`config.mk`:
```
export PLATFORM = sky130hd
export DESIGN_NAME = imem_loader
export DESIGN_NICKNAME = d
export VERILOG_FILES = /design/src/rtl/imem_loader_pkg.sv /design/src/rtl/loader_word_packer.sv /design/src/rtl/imem_loader.sv
export SDC_FILE = /design/constraint.sdc
export NUM_CORES = 1
export LEC_CHECK = 0
export ABC_AREA = 1
export BUFFER_PORTS_ARGS = -buffer_cell sky130_fd_sc_hd__buf_4
export CORE_ASPECT_RATIO = 0.6
export CORE_UTILIZATION = 50
export DETAILED_ROUTE_END_ITERATION = 12
export PLACE_DENSITY = 0.71
export SLEW_MARGIN = 40
export SYNTH_ARGS = -nofsm -noshare
export SYNTH_HDL_FRONTEND = slang
export SYNTH_SLANG_ARGS = --single-unit
```
`constraint.sdc`:
```
create_clock -name clk_i -period 2.35 [get_ports clk_i]
set_clock_uncertainty 0.15 [all_clocks]
set_input_delay 0.47 -clock clk_i [delete_from_list [all_inputs] [get_ports clk_i]]
set_output_delay 0.47 -clock clk_i [all_outputs]
set_load 0.02 [all_outputs]
```
`src/rtl/imem_loader_pkg.sv`:
```
// Shared types and constants for the instruction-memory loader.
package imem_loader_pkg;

    localparam int unsigned DEFAULT_DEPTH_WORDS = 2048;
    localparam int unsigned HDR_W               = 16;
    localparam int unsigned CHK_W               = 8;

    typedef enum logic [2:0] {
        ST_IDLE   = 3'd0,
        ST_HDR_LO = 3'd1,
        ST_HDR_HI = 3'd2,
        ST_DATA   = 3'd3,
        ST_CHK    = 3'd4,
        ST_DONE   = 3'd5,
        ST_ERR    = 3'd6
    } state_e;

    // States in which a load session is active and bytes are accepted.
    function automatic logic in_session(state_e s);
        return (s == ST_HDR_LO) || (s == ST_HDR_HI) || (s == ST_DATA) || (s == ST_CHK);
    endfunction

endpackage

```
`src/rtl/loader_word_packer.sv`:
```
// Packs a byte stream little-endian into 32-bit words and flags the 4th byte.
module loader_word_packer (
    input  logic        clk_i,
    input  logic        rst_i,
    input  logic        clr_i,
    input  logic        byte_en_i,
    input  logic [7:0]  byte_i,
    output logic [31:0] word_o,
    output logic        word_done_o
);

    logic [1:0]  cnt_q, cnt_d;
    logic [23:0] sr_q, sr_d;

    // The first byte of a word ends up in the lowest lane after all shifts.
    assign word_o      = {byte_i, sr_q};
    assign word_done_o = byte_en_i && !clr_i && (cnt_q == 2'd3);

    // Next byte count and shift-register contents.
    always_comb begin
        cnt_d = cnt_q;
        sr_d  = sr_q;
        if (clr_i) begin
            cnt_d = 2'd0;
            sr_d  = 24'd0;
        end else if (byte_en_i) begin
            cnt_d = cnt_q + 2'd1;
            sr_d  = {byte_i, sr_q[23:8]};
        end
    end

    // State registers with synchronous reset.
    always_ff @(posedge clk_i) begin
        if (rst_i) begin
            cnt_q <= 2'd0;
            sr_q  <= 24'd0;
        end else begin
            cnt_q <= cnt_d;
            sr_q  <= sr_d;
        end
    end

endmodule

```
`src/rtl/imem_loader.sv`:
```
// Byte-stream instruction-memory loader: header, little-endian words, XOR checksum.
// Byte handshake: a byte moves on any rising edge where byte_valid_i and
// byte_ready_o are both 1; the source holds byte_data_i until then.
module imem_loader
    import imem_loader_pkg::*;
#(
    parameter int unsigned DEPTH_WORDS = DEFAULT_DEPTH_WORDS,
    parameter logic [31:0] BASE_ADDR   = 32'h0000_0000
) (
    input  logic        clk_i,
    input  logic        rst_i,
    input  logic        start_i,
    input  logic        byte_valid_i,
    input  logic [7:0]  byte_data_i,
    output logic        byte_ready_o,
    output logic        we_o,
    output logic [31:0] waddr_o,
    output logic [31:0] wdata_o,
    output logic        cpu_rst_no,
    output logic        busy_o,
    output logic        done_o,
    output logic        err_o,
    output state_e      dbg_state_o
);

    state_e             state_q, state_d;
    logic [7:0]         n_lo_q, n_lo_d;
    logic [HDR_W-1:0]   n_q, n_d;
    logic [HDR_W-1:0]   idx_q, idx_d;
    logic [CHK_W-1:0]   acc_q, acc_d;
    logic               we_q, we_d;
    logic [31:0]        waddr_q, waddr_d;
    logic [31:0]        wdata_q, wdata_d;
    logic               ready_q, ready_d;
    logic               busy_q, busy_d;
    logic               done_q, done_d;
    logic               err_q, err_d;
    logic               cpu_rst_n_q, cpu_rst_n_d;

    logic               xfer;
    logic [HDR_W-1:0]   hdr_n;
    logic               pk_clr;
    logic               pk_en;
    logic [31:0]        pk_word;
    logic               pk_done;

    assign xfer  = byte_valid_i && ready_q;
    assign hdr_n = {byte_data_i, n_lo_q};
    assign pk_en = xfer && (state_q == ST_DATA);

    loader_word_packer u_packer (
        .clk_i       (clk_i),
        .rst_i       (rst_i),
        .clr_i       (pk_clr),
        .byte_en_i   (pk_en),
        .byte_i      (byte_data_i),
        .word_o      (pk_word),
        .word_done_o (pk_done)
    );

    // Next-state, counters, write port and status outputs (all registered).
    always_comb begin
        state_d = state_q;
        n_lo_d  = n_lo_q;
        n_d     = n_q;
        idx_d   = idx_q;
        acc_d   = acc_q;
        we_d    = 1'b0;
        waddr_d = waddr_q;
        wdata_d = wdata_q;
        pk_clr  = 1'b0;

        case (state_q)
            ST_IDLE, ST_DONE, ST_ERR: begin
                if (start_i) begin
                    state_d = ST_HDR_LO;
                    idx_d   = '0;
                    acc_d   = '0;
                    pk_clr  = 1'b1;
                end
            end
            ST_HDR_LO: begin
                if (xfer) begin
                    n_lo_d  = byte_data_i;
                    state_d = ST_HDR_HI;
                end
            end
            ST_HDR_HI: begin
                if (xfer) begin
                    n_d = hdr_n;
                    if ((hdr_n != '0) && ({16'd0, hdr_n} <= DEPTH_WORDS)) begin
                        state_d = ST_DATA;
                    end else begin
                        state_d = ST_ERR;
                    end
                end
            end
            ST_DATA: begin
                if (xfer) begin
                    acc_d = acc_q ^ byte_data_i;
                end
                if (pk_done) begin
                    we_d    = 1'b1;
                    waddr_d = BASE_ADDR + {14'd0, idx_q, 2'b00};
                    wdata_d = pk_word;
                    // The index stops at N-1: the last word hands over to CHK.
                    if (idx_q == n_q - 16'd1) begin
                        state_d = ST_CHK;
                    end else begin
                        idx_d = idx_q + 16'd1;
                    end
                end
            end
            ST_CHK: begin
                if (xfer) begin
                    state_d = (byte_data_i == acc_q) ? ST_DONE : ST_ERR;
                end
            end
            default: state_d = ST_IDLE;
        endcase

        ready_d     = in_session(state_d);
        busy_d      = in_session(state_d);
        done_d      = (state_d == ST_DONE);
        err_d       = (state_d == ST_ERR);
        cpu_rst_n_d = (state_d == ST_DONE);
    end

    // Registers; reset wins over any transfer on the same edge.
    always_ff @(posedge clk_i) begin
        if (rst_i) begin
            state_q     <= ST_IDLE;
            n_lo_q      <= '0;
            n_q         <= '0;
            idx_q       <= '0;
            acc_q       <= '0;
            we_q        <= 1'b0;
            waddr_q     <= '0;
            wdata_q     <= '0;
            ready_q     <= 1'b0;
            busy_q      <= 1'b0;
            done_q      <= 1'b0;
            err_q       <= 1'b0;
            cpu_rst_n_q <= 1'b0;
        end else begin
            state_q     <= state_d;
            n_lo_q      <= n_lo_d;
            n_q         <= n_d;
            idx_q       <= idx_d;
            acc_q       <= acc_d;
            we_q        <= we_d;
            waddr_q     <= waddr_d;
            wdata_q     <= wdata_d;
            ready_q     <= ready_d;
            busy_q      <= busy_d;
            done_q      <= done_d;
            err_q       <= err_d;
            cpu_rst_n_q <= cpu_rst_n_d;
        end
    end

    assign byte_ready_o = ready_q;
    assign we_o         = we_q;
    assign waddr_o      = waddr_q;
    assign wdata_o      = wdata_q;
    assign busy_o       = busy_q;
    assign done_o       = done_q;
    assign err_o        = err_q;
    assign cpu_rst_no   = cpu_rst_n_q;
    assign dbg_state_o  = state_q;

endmodule

```
---- Word level (Yosys, flattened, before mapping) ----
Index checks and enable logic that the tools add are counted.
Widths: inputs -> output; s select.
word-level totals
  bits of input ports ..................... 12
  output and inout bits ................... 73
  flip-flop bits (word level) ............. 129
  logic and storage cells ................. 77
cells by class
  reduce and logical (&&, ||, !) cells .... 20
  equality and inequality tests ........... 19
  magnitude comparators ................... 1
  bitwise gates (word level) .............. 2
  add/sub/neg operators ................... 3
  multiplexer cells ....................... 19
operator list
  cell                   count
  $mux 16                3
  $pmux 16 s2            1
  $mux 3                 7
  $eq 3x3->1 const B     6
  $add 16x1->16 const B  1
  $eq 16x16->1           1
  $le 16x12->1 const B   1
  $mux 8                 2
  $pmux 8 s2             1
  $reduce_bool 16->1     1
  $sub 16x1->16 const B  1
  $pmux 3 s5             1
  $eq 3x2->1 const B     4
  $eq 8x8->1             1
  $ne 2x2->1 const B     4
  $xor 8x8->8            1
  $eq 3x1->1 const B     2
  $reduce_and 2->1       3
  $logic_and 1x1->1      5
  $reduce_and 4->1       1
  $reduce_or 2->1        2
  $logic_not 3->1        1
  $logic_or 1x1->1       3
  $mux 1                 3
  other kinds (8)        8

---- Longest topological paths before layout ----
  depth in word-level cells ............... 12
  gate-level depth with buffers ........... 17
  gate-level depth less buffers ........... 16

---- By module ----
A second synthesis with hierarchy kept.
second synthesis, totals
  cell total of the unflattened synthesis .. 909
  area, all modules ....................... 6292.3 sq um
modules (own cells, without submodules)
  module              cells an instance  times used  area each (sq um)
  imem_loader         734                1           5124.9
  loader_word_packer  175                1           1167.4

---- Least setup slack after synthesis ----
Ideal clock, no wire load.
  kind .................................... register to register
  start ................................... register state_q[1], in the netlist dbg_state_o[1]
  end ..................................... register idx_q[1]
  arrival ................................. 1.801 ns
  period minus slack after synthesis ...... 2.069 ns
  stages on the path, launching flop included .. 13
  slack ................................... 0.281 ns
  path through ............................ dfxtp_1 > inv_1 > nor3_4 > inv_2 > nor2_4 > nand2_4 > inv_2 > nand2_2 > nand2_4 > inv_4 > buf_8 > a21oi_1 > nor2_1
between the ends
  longest elaborated chain between the ends .. 8
  elaborated cells between the ends (all ways) .. 16
  classes of those cells .................. eq/ne (6); mux (2); reduce/logical (8)
ends and longest elaborated chain
  item                                                  line                      RTL
  start: declaration                                    imem_loader.sv:26         state_e state_q, state_d;
  start signal: assignment                              imem_loader.sv:146        state_q <= state_d;
  $eq 3x3->1 / $logic_not 3->1 (equally long branches)  imem_loader.sv:73         case (state_q)
  $reduce_or 3->1                                       imem_loader.sv:73
  $mux 1                                                imem_loader.sv:73
  $logic_not 1->1                                       loader_word_packer.sv:17  assign word_done_o = byte_en_i && !clr_i && (cnt_q == 2'd3);
  $logic_and 1x1->1 (2 in series)                       loader_word_packer.sv:17
  $ne 2x2->1 (no source line)                           -
  $reduce_and 4->1 (no source line)                     -
  end signal: assignment                                imem_loader.sv:149        idx_q <= idx_d;
  end: declaration                                      imem_loader.sv:29         logic [HDR_W-1:0] idx_q, idx_d;
Several ways; a longest one is shown, not always the timed one.
A chain may end at the register's enable or synchronous reset.

---- Worst setup path in the final report ----
  start ................................... register n_q[4]
  end ..................................... register idx_q[2]
between the ends
  longest elaborated chain between the ends .. 4
ends and longest elaborated chain
  item                               line                RTL
  start: declaration                 imem_loader.sv:28   logic [HDR_W-1:0] n_q, n_d;
  start signal: assignment           imem_loader.sv:148  n_q <= n_d;
  $sub 16x1->16                      imem_loader.sv:107  if (idx_q == n_q - 16'd1) begin
  $eq 16x16->1                       imem_loader.sv:107
  $ne 2x2->1 (no source line)        -
  $reduce_and 4->1 (no source line)  -
Every way passes these cells.

==> reports/metrics.csv <==
stage,metric,value,unit
global_routing,GR Overflow Total,0,
synth,xor and xnor area share after synthesis,4.76,%
cells_and_area,area delta synth->final,24.0,%
floorplan,I/O pins,85,
cells_and_area,"commonest non-fill, non-tap cell in the layout",nand2_1,
synth,post-synthesis adder-cell area fraction,0.638,%
critical_path,crit end category,flop,
synth,Netlist Area Pre-Place,0.00589,sq mm
placed_design,PortBufs,68,
clock_tree,CTS clock-pin slew for the worst setup and hold paths,0.06,ns
timing,fmax,439,MHz
timing,final setup vio count,0,
critical_path,Setup crit start kind,flop,
cells_and_area,layout cells sized above 1,20.9,%
power_and_ir_drop,combinational power share,17.5,%
floorplan,Die W,142,microns
clock_tree,CTS buffer count,17,
synth,simple-gate portion of the synthesized area,26.5,%
critical_path,Crit Reg-Reg Endpoint,idx_q[2],
floorplan,Core Area,0.0114,sq mm
clock_tree,clk root buf,clkbuf_16,
min_path,Tightest Hold Check Type,primary input to flop,
route,via count,5629,
power_and_ir_drop,Psw,0.00175,W
critical_path,CP Data Arrival Time,2.43,ns
power_and_ir_drop,overall power,0.00598,W
synth,Compound-Gate Fraction of Synth Area,15.2,%
cells_and_area,nets,906,
timing,fin crit period,2.28,ns
route,DR vias/cell,5.30,
clock_tree,clk sinks,129,
clock_tree,H-tree depth,4,
route,remaining routing DRC violations,0,
power_and_ir_drop,switching part of the total power,29.4,%
timing,Final Cycle Share,96.8,%
timing,Fin. Hold Viols,0,
floorplan,chip height,86.0,microns
floorplan,Std-Cell Rows,30,
synth,Yosys reg bits,129,
power_and_ir_drop,Worst IR Drop VDD,0.000635,V
timing,Setup TNS,0,ns
clock_tree,Skew-Pair Late Insertion Delay,0.41,ns
route,drt pass-1 iters,5,
critical_path,kind of critical path,flop to flop,
placed_design,dpl cell area,0.00655,sq mm
floorplan,die area,0.0122,sq mm
global_routing,first-pass GRT wire length,25.8,mm
critical_path,Worst R2R Start,n_q[4],
cells_and_area,"commonest cells after routing, fill and taps aside","226 x nand2_1, 123 x dfxtp_1, 112 x a21oi_1",
placed_design,dpl hpwl,11.0,mm
power_and_ir_drop,sequential power share,38.8,%
critical_path,CP Data Required Time,2.51,ns
critical_path,cells on worst reg2reg path,15,
global_routing,initial antenna violation count,0,
synth,largest family of logic cells by synthesized area,simple AND/OR/NAND/NOR gates,
critical_path,crit-path max FO,7,
global_routing,largest net degree at the start of global routing,42,
route,"antenna viol nets, final",0,
synth,yosys warns,0,
global_routing,vias in the first global route,5158,
outcome,status,"finished, final reports clean",
critical_path,Worst Setup SP,n_q[4],
synth,average size of a mapped cell,7.21,sq um
cells_and_area,fin area,0.00730,sq mm
global_routing,GRT Overall Usage,27.1,%
power_and_ir_drop,pwr/cell area,819,mW/mm^2
placed_design,GPL Wtd Cong,0.924,
route,first-iteration detailed-routing DRC count,529,
timing,worst slew pin tran,0.618,ns
synth,post-synthesis mux area share,0,%
synth,sequential share of the synthesized area,43.9,%
timing,unrepaired setup endpoints after global routing,true,
synth,Synth Instances,816,
timing,Rel. slew slack,58.4,%
floorplan,Initial Utilization,51.7,%
timing,fin. max-slew vios,0,
job,max cap viols,0,
critical_path,Reg2Reg Setup Slack,0.07,ns
route,routed len/inst,15.1,microns
critical_path,CP endpoint,idx_q[2],
clock_tree,clock buffer depth,2,
route,final WL,16.1,mm
cells_and_area,diode count,0,
clock_tree,CTS tree,built,
power_and_ir_drop,Leakage Power,3.00,nW
min_path,hold depth,3,
power_and_ir_drop,Internal Power,0.00422,W
synth,Yosys cell types,33,
power_and_ir_drop,Clock power frac,43.8,%
## state kept, by name, indices dropped and copies added, names as in the netlist
register	cells
n_q	16
u_packer.sr_q	24
u_packer.cnt_q	2
busy_o	1
dbg_state_o	3
idx_q	16
cpu_rst_no	1
we_o	1
acc_q	8
wdata_o	32
err_o	1
n_lo_q	8
waddr_o	16
## final cells by class
type / instances / area [sq um]
multi-input combinational: 589 / 2910
tap: 160 / 200
timing repair buffer: 98 / 776
inverter: 56 / 226
clock buffer: 19 / 453
fill: 999 / 4080
clock inverter: 12 / 134
sequential: 129 / 2590
## synthesized netlist by cell type
| library cell | count | area (sq um) |
|---|---|---|
| a21oi_1 | 113 | 566 |
| a21oi_2 | 9 | 78.8 |
| a22oi_1 | 1 | 7.51 |
| and2_1 | 1 | 6.26 |
| buf_1 | 2 | 7.51 |
| buf_2 | 8 | 40.0 |
| buf_4 | 19 | 143 |
| buf_8 | 1 | 15.0 |
| clkbuf_1 | 24 | 90.1 |
| clkbuf_2 | 3 | 15.0 |
| conb_1 | 1 | 3.75 |
| dfxtp_1 | 129 | 2580 |
| ha_1 | 3 | 37.5 |
| inv_1 | 51 | 191 |
| inv_2 | 4 | 15.0 |
| inv_4 | 1 | 6.26 |
| nand2_1 | 231 | 867 |
| nand2_2 | 12 | 75.1 |
| nand2_4 | 2 | 22.5 |
| nand3_1 | 23 | 115 |
| nand3b_1 | 6 | 45.0 |
| nand4_1 | 7 | 43.8 |
| nor2_1 | 65 | 244 |
| nor2_2 | 5 | 31.3 |
| nor2_4 | 3 | 33.8 |
| nor3_1 | 5 | 25.0 |
| nor3_2 | 1 | 10.0 |
| nor3_4 | 1 | 16.3 |
| nor3b_1 | 1 | 7.51 |
| nor4_1 | 3 | 18.8 |
| o21ai_0 | 49 | 245 |
| xnor2_1 | 8 | 70.1 |
| xor2_1 | 24 | 210 |
## per-layer routing
layer	vias up	track usage (%)	wire length, microns
li1	2746	-	-
met1	2611	39.4	7910
met2	243	40.2	6910
met3	29	4.63	994
met4	0	9.97	257
met5	-	0	0
## how the worst min path moves through the flow
stage / slack [ns] / end / from
floorplan: 0.29 / wdata_o[10] / u_packer.sr_q[10]
global placement: 0.30 / u_packer.sr_q[4] / u_packer.sr_q[4]
detailed placement: 0.31 / u_packer.sr_q[4] / u_packer.sr_q[4]
CTS: 0.19 / u_packer.sr_q[22] / byte_data_i[6]
global route: 0.20 / u_packer.sr_q[23] / byte_data_i[7]
finish: 0.21 / u_packer.sr_q[23] / byte_data_i[7]
## per-stage QoR
stage | hold slack [ns] | util, % | cells | setup WS, ns
after global placement | 0.302 | 57.6 | 1026 | 0.157
final | 0.205 | 64.2 | 1063 | 0.0746
after global routing | 0.203 | 64.2 | 1063 | -0.0365
after floorplan | 0.289 | - | 831 | 0.281
after CTS | 0.193 | 62.7 | 1057 | 0.0231
after detailed placement | 0.307 | 57.6 | 1026 | 0.0481
## worst max-delay path, cell delays in order (launching register included)
cell     delay [ns]
dfxtp_2        0.35
nor2_2         0.18
nand3_2        0.16
nand2_1        0.09
inv_1          0.04
nor2_1         0.12
nand2_1        0.07
nor2_1         0.10
nand3_1        0.10
nor2_2         0.17
nand2_1        0.08
nand2_2        0.11
nand2_8        0.10
buf_6          0.16
a21oi_1        0.11
nor2_1         0.05
## cell families after synthesis
family | count (synthesis)
xor+xnor | 32
flops | 129
compound gates | 172
buf+inv | 113
fa+ha+maj | 3
simple gates | 366
other cells | 1
## power by group through the flow
stage          sequential, W  clock, W  combinational, W
6_report             0.00232   0.00262           0.00104
5_1_grt              0.00233   0.00273           0.00114
4_1_cts              0.00232   0.00262          0.000939
3_5_place_dp         0.00236         0          0.000932
3_3_place_gp         0.00236         0          0.000905
2_1_floorplan        0.00237         0          0.000690
## timing repair
action                     in CTS  in global routing
gates resized for setup         0                 40
setup endpoints to repair       0                 77
setup buffers                   0                  6
hold buffers                    0                  0
Power figures use the tool's default switching activity.
